===== config.mk =====
export PLATFORM = sky130hd
export DESIGN_NAME = gtech_fd4_pipe
export DESIGN_NICKNAME = d
export VERILOG_FILES = /design/src/rtl/gtech_pkg.sv /design/src/rtl/gtech_fd4_stage.sv /design/src/rtl/gtech_fd4_pipe.sv
export SDC_FILE = /design/constraint.sdc
export NUM_CORES = 1
export LEC_CHECK = 0
export ABC_AREA = 0
export CORE_AREA = 3 3 40 42
export CTS_CLUSTER_DIAMETER = 80
export DETAILED_ROUTE_END_ITERATION = 8
export DIE_AREA = 0 0 43 45
export PLACE_DENSITY = 0.54
export REMOVE_ABC_BUFFERS = 1
export SLEW_MARGIN = 20
export SYNTH_ARGS = -nofsm -noshare
export SYNTH_HDL_FRONTEND = slang
export SYNTH_SLANG_ARGS = --single-unit

===== constraint.sdc =====
create_clock -name CP -period 2.2 [get_ports CP]
set_input_delay 0.44 -clock CP [delete_from_list [all_inputs] [get_ports CP]]
set_output_delay 0.44 -clock CP [all_outputs]
set_load 0.005 [all_outputs]

===== src/rtl/gtech_pkg.sv =====
// Shared helpers for the GTECH-style register cells: width math, set-type reset
// value and the priority decode of the per-edge control inputs.
package gtech_pkg;

   localparam int MAX_WIDTH = 1024;

   // What a stage does on a clock edge when SD is low.
   typedef enum logic [1:0] {
      OP_HOLD  = 2'd0,
      OP_LOAD  = 2'd1,
      OP_FLUSH = 2'd2,
      OP_SCAN  = 2'd3
   } stage_op_e;

   function automatic int clog2(input int n);
      int r;
      r = 0;
      for (int v = n - 1; v > 0; v = v >> 1) r++;
      return r;
   endfunction

   function automatic logic [MAX_WIDTH-1:0] all_ones();
      return '1;
   endfunction

   // Scan beats flush, flush beats a normal advance.
   function automatic stage_op_e decode_op(input logic te, input logic flush, input logic en);
      if (te)         return OP_SCAN;
      else if (flush) return OP_FLUSH;
      else if (en)    return OP_LOAD;
      else            return OP_HOLD;
   endfunction

endpackage


===== src/rtl/gtech_fd4_stage.sv =====
// One WIDTH-bit pipeline stage with its valid tag, sync set, flush and scan shift.
module gtech_fd4_stage
   import gtech_pkg::*;
#(
   parameter int               WIDTH     = 1,
   parameter logic [WIDTH-1:0] RESET_VAL = WIDTH'(all_ones())
) (
   input  logic             cp,
   input  logic             sd,
   input  logic             te,
   input  logic             flush,
   input  logic             en,
   input  logic [WIDTH-1:0] d,
   input  logic             dv,
   input  logic             si,
   output logic [WIDTH-1:0] q,
   output logic             qv
);

   stage_op_e        op;
   logic [WIDTH-1:0] scan_next;

   // Within a stage the scan chain runs from bit 0 up to the MSB.
   always_comb begin
      op           = decode_op(te, flush, en);
      scan_next    = q;
      scan_next[0] = si;
      for (int b = 1; b < WIDTH; b++) scan_next[b] = q[b-1];
   end

   always_ff @(posedge cp) begin
      if (sd) begin
         q  <= RESET_VAL;
         qv <= 1'b0;
      end else begin
         case (op)
            OP_SCAN:  q  <= scan_next;
            OP_FLUSH: qv <= 1'b0;
            OP_LOAD: begin
               q  <= d;
               qv <= dv;
            end
            default: ;
         endcase
      end
   end

endmodule


===== src/rtl/gtech_fd4_pipe.sv =====
// DEPTH-stage WIDTH-bit register pipeline with valid tags, stall, flush, scan
// and a running count of valid stages; Q/QN/QV/TO come from the last stage.
module gtech_fd4_pipe
   import gtech_pkg::*;
#(
   parameter int               WIDTH     = 1,
   parameter int               DEPTH     = 2,
   parameter logic [WIDTH-1:0] RESET_VAL = WIDTH'(all_ones()),
   localparam int              CW        = clog2(DEPTH + 1)
) (
   input  logic             CP,
   input  logic             SD,
   input  logic             EN,
   input  logic             FLUSH,
   input  logic             TE,
   input  logic             TI,
   input  logic [WIDTH-1:0] D,
   input  logic             DV,
   output logic [WIDTH-1:0] Q,
   output logic [WIDTH-1:0] QN,
   output logic             QV,
   output logic             TO,
   output logic [CW-1:0]    COUNT
);

   logic [WIDTH-1:0] stage_q [DEPTH];
   logic             stage_v [DEPTH];
   logic [CW-1:0]    count_q;
   logic [CW-1:0]    count_next;
   stage_op_e        op;

   for (genvar i = 0; i < DEPTH; i++) begin : g_stage
      logic [WIDTH-1:0] d_in;
      logic             dv_in;
      logic             si_in;

      // Stage 0 takes the external inputs; later stages chain from their predecessor.
      if (i == 0) begin : g_first
         assign d_in  = D;
         assign dv_in = DV;
         assign si_in = TI;
      end else begin : g_next
         assign d_in  = stage_q[i-1];
         assign dv_in = stage_v[i-1];
         assign si_in = stage_q[i-1][WIDTH-1];
      end

      gtech_fd4_stage #(
         .WIDTH     (WIDTH),
         .RESET_VAL (RESET_VAL)
      ) u_stage (
         .cp    (CP),
         .sd    (SD),
         .te    (TE),
         .flush (FLUSH),
         .en    (EN),
         .d     (d_in),
         .dv    (dv_in),
         .si    (si_in),
         .q     (stage_q[i]),
         .qv    (stage_v[i])
      );
   end

   // The count tracks the tag entering minus the tag leaving, so it always
   // equals the number of valid stages without a popcount tree.
   always_comb begin
      count_next = count_q;
      op         = decode_op(TE, FLUSH, EN);
      case (op)
         OP_FLUSH: count_next = '0;
         OP_LOAD: begin
            if (DV && !stage_v[DEPTH-1])      count_next = count_q + CW'(1);
            else if (!DV && stage_v[DEPTH-1]) count_next = count_q - CW'(1);
         end
         default: ;
      endcase
   end

   always_ff @(posedge CP) begin
      if (SD) count_q <= '0;
      else    count_q <= count_next;
   end

   assign Q     = stage_q[DEPTH-1];
   assign QN    = ~Q;
   assign QV    = stage_v[DEPTH-1];
   assign TO    = Q[WIDTH-1];
   assign COUNT = count_q;

endmodule

==> impl_metrics.csv <==
group,metric,value,unit
outcome,status,"finished clean",
timing,tns,0,ns
layout,final_area,577,um^2
synth,synth-xor-area-share,0.0229,
routing,wl_per_cell,10.1,um
global_route,met3_usage,0.0598,
power_and_ir_drop,power_switching,65.1,uW
synth,ys_seq_elements,6,
cts,insertion_delay,0.24,ns
synth,synth_cells,44,
worst_setup_path,endpoint_kind,"flip-flop",
worst_setup_path,cp.arrival,2.10,ns
timing,setup_viol,0,
power_and_ir_drop,comb_power_share,0.220,
floorplanning,die_x,43,um
synth,syn_area,383,um^2
layout,antenna_cells,0,
routing,drc_errors,0,
placement,place_congestion,0.649,
global_route,grt_pass1_wl,1390,um
cts,cts-root-buf,"clkbuf_4",
synth,synth_area_per_cell,8.70,um^2
job,cap_viol_max_count,0,
timing,finalMaxSlewViolations,0,
worst_setup_path,cp-start-kind,"input port",
synth,synth.distinct_cells,22,
power_and_ir_drop,intPower,213,uW
floorplanning,start_util,0.298,
power_and_ir_drop,total_leakage_power,0.000246,uW
placement,dpl-instance-area,554,um^2
global_route,grtUsageTotal,0.0992,
cts,cts-htree-levels,1,
synth,synthMuxAreaShare,0,
placement,io_buffers,13,
timing,clock_skew,0.00291,ns
floorplanning,num_io_pins,14,
cts,clk_pin_slew_worst_paths,0.05,ns
routing,drt_iter0_markers,6,
synth,synth-seq-area-share,0.314,
routing,drtAntennaViolNets,0,
cts,cts_sinks,6,
synth,synthAdderAreaFrac,0.131,
global_route,antenna_found_initial,0,
floorplanning,dieArea,1940,um^2
cts,cts_buffers,3,
timing,holdWs,0.451,ns
layout,layout_common_cells,"clkdlybuf4s50_1 (13), dfxtp_1 (6), inv_1 (6), nand2_1 (5)",
worst_setup_path,r2r-start,"g_stage[1].u_stage.qv",
routing,drtPass1Iterations,4,
timing,max-slew-margin-rel,0.847,
global_route,grtUsageMet2,0.150,
timing,min_period,1.95,ns
global_route,grt_overflow,0,
layout,syn2layout_area_growth,50.7,%
placement,dpl.hpwl,646,um
synth,synth_compound_area_frac,0.180,
synth,synth-simple-area-share,0.275,
min_path,holdCritStartpoint,"g_stage[0].u_stage.qv",
timing,worstMarginPinSlew,0.229,ns
floorplanning,core,1280,um^2
routing,wl,790,um
worst_setup_path,crit_fanout,4,
power_and_ir_drop,p_clk_frac,0.362,
layout,fin_nets,77,
routing,dr_total_vias,361,
worst_setup_path,critPathKind,"input port to flip-flop",
synth,yosys_warnings,0,
global_route,grt_max_degree,8,
cts,cts_tree,"yes",
worst_setup_path,crit_required,2.35,ns
layout,layout_commonest_cell,"clkdlybuf4s50_1",
timing,hold_viol_final,0,
power_and_ir_drop,total_power,278,uW
global_route,grt_pass1_vias,349,
cts,ctsHoldBuffers,0,
power_and_ir_drop,cellPowerDensity,482,nW/um^2
floorplanning,num_rows,13,
timing,fmax,513,MHz
min_path,hold_class,"flip-flop to flip-flop",
cts,cts_resized,0,
synth,synth_top_family_by_area,"simple AND/OR/NAND/NOR gates",
worst_setup_path,cp-startpoint,"FLUSH",
global_route,grtUsageMet1,0.116,
power_and_ir_drop,swShare,0.234,
power_and_ir_drop,ir_drop,0.211,mV
floorplanning,die_h,45,um
routing,via_per_inst,4.63,
global_route,top_usage_layer,"met2",
worst_setup_path,rrSetupSlack,0.77,ns
timing,rsz0062_at_grt,"no",
power_and_ir_drop,seqPwrFrac,0.418,
cts,clockBufferDepth,2,
cts,post_cts_buffers,0,
timing,post-route-period-util,0.886,
layout,drive_gt1_frac,0.127,
kinds of logic after synthesis:
group | count (synthesis)
simple gates | 16
buf+inv | 7
flops | 6
compound gates | 10
xor+xnor | 1
fa+ha+maj | 4
worst max-delay path, stage by stage:
cell	delay, ns
clkdlybuf4s50_1	0.48
nand2b_1	0.13
nand2_1	0.10
ha_1	0.22
nor2b_4	0.14
or4b_1	0.50
o311ai_1	0.09
worst paths after layout:
check,end,cells after the start
setup / recovery,COUNT[1],7
hold reg to reg,g_stage[0].u_stage.qv,2
hold / removal,g_stage[0].u_stage.qv,2
setup reg to reg,COUNT[1],5
cell usage after synthesis:
master    n  share of area
a211o_1   1          0.023
a211oi_1  1          0.020
a21oi_1   3          0.039
a221oi_1  1          0.023
and3_1    1          0.016
buf_4     1          0.020
dfxtp_1   6           0.31
ha_1      4           0.13
inv_1     6          0.059
nand2_1   5          0.049
nand2b_1  1          0.016
nand3b_1  2          0.039
nor2b_1   3          0.049
nor2b_4   1          0.036
nor3b_1   1          0.020
o211ai_1  1          0.020
o21ai_0   1          0.013
o21bai_1  1          0.020
o311ai_1  1          0.023
or3b_1    1          0.023
or4b_1    1          0.026
xnor2_1   1          0.023
power by group through the flow:
stage | registers [uW] | logic, uW | clock network, uW
5_1_grt | 117 | 67.1 | 118
6_report | 116 | 61.1 | 101
3_5_place_dp | 118 | 61.3 | 0
3_3_place_gp | 119 | 61.9 | 0
2_1_floorplan | 118 | 26.2 | 0
4_1_cts | 116 | 61.7 | 109
flip-flops by register name, indices dropped and copies added, names as in the netlist:
name / cells
COUNT: 2
g_stage.u_stage.qv: 2
g_stage.u_stage.q: 2
cell type report:
type | instances | area [um^2]
clock buffer | 3 | 22.5
fill | 136 | 708
inverter | 6 | 22.5
multi-input combinational | 31 | 233
sequential | 6 | 120
tap | 15 | 18.8
timing repair buffer | 17 | 160
per-layer routing:
metal | vias up | wire length [um]
met2 | 9 | 345
met5 | - | 0
met4 | 0 | 0
met1 | 156 | 393
li1 | 196 | -
met3 | 0 | 51
through the flow:
step	utilization	setup WS (ns)	cells
floorplan	-	0.524	43
global placement	0.431	0.00251	75
detailed placement	0.431	0.00777	75
CTS	0.449	0.261	78
global route	0.449	0.173	78
finish	0.449	0.250	78
Note: power is estimated with default switching activity, not from simulation.
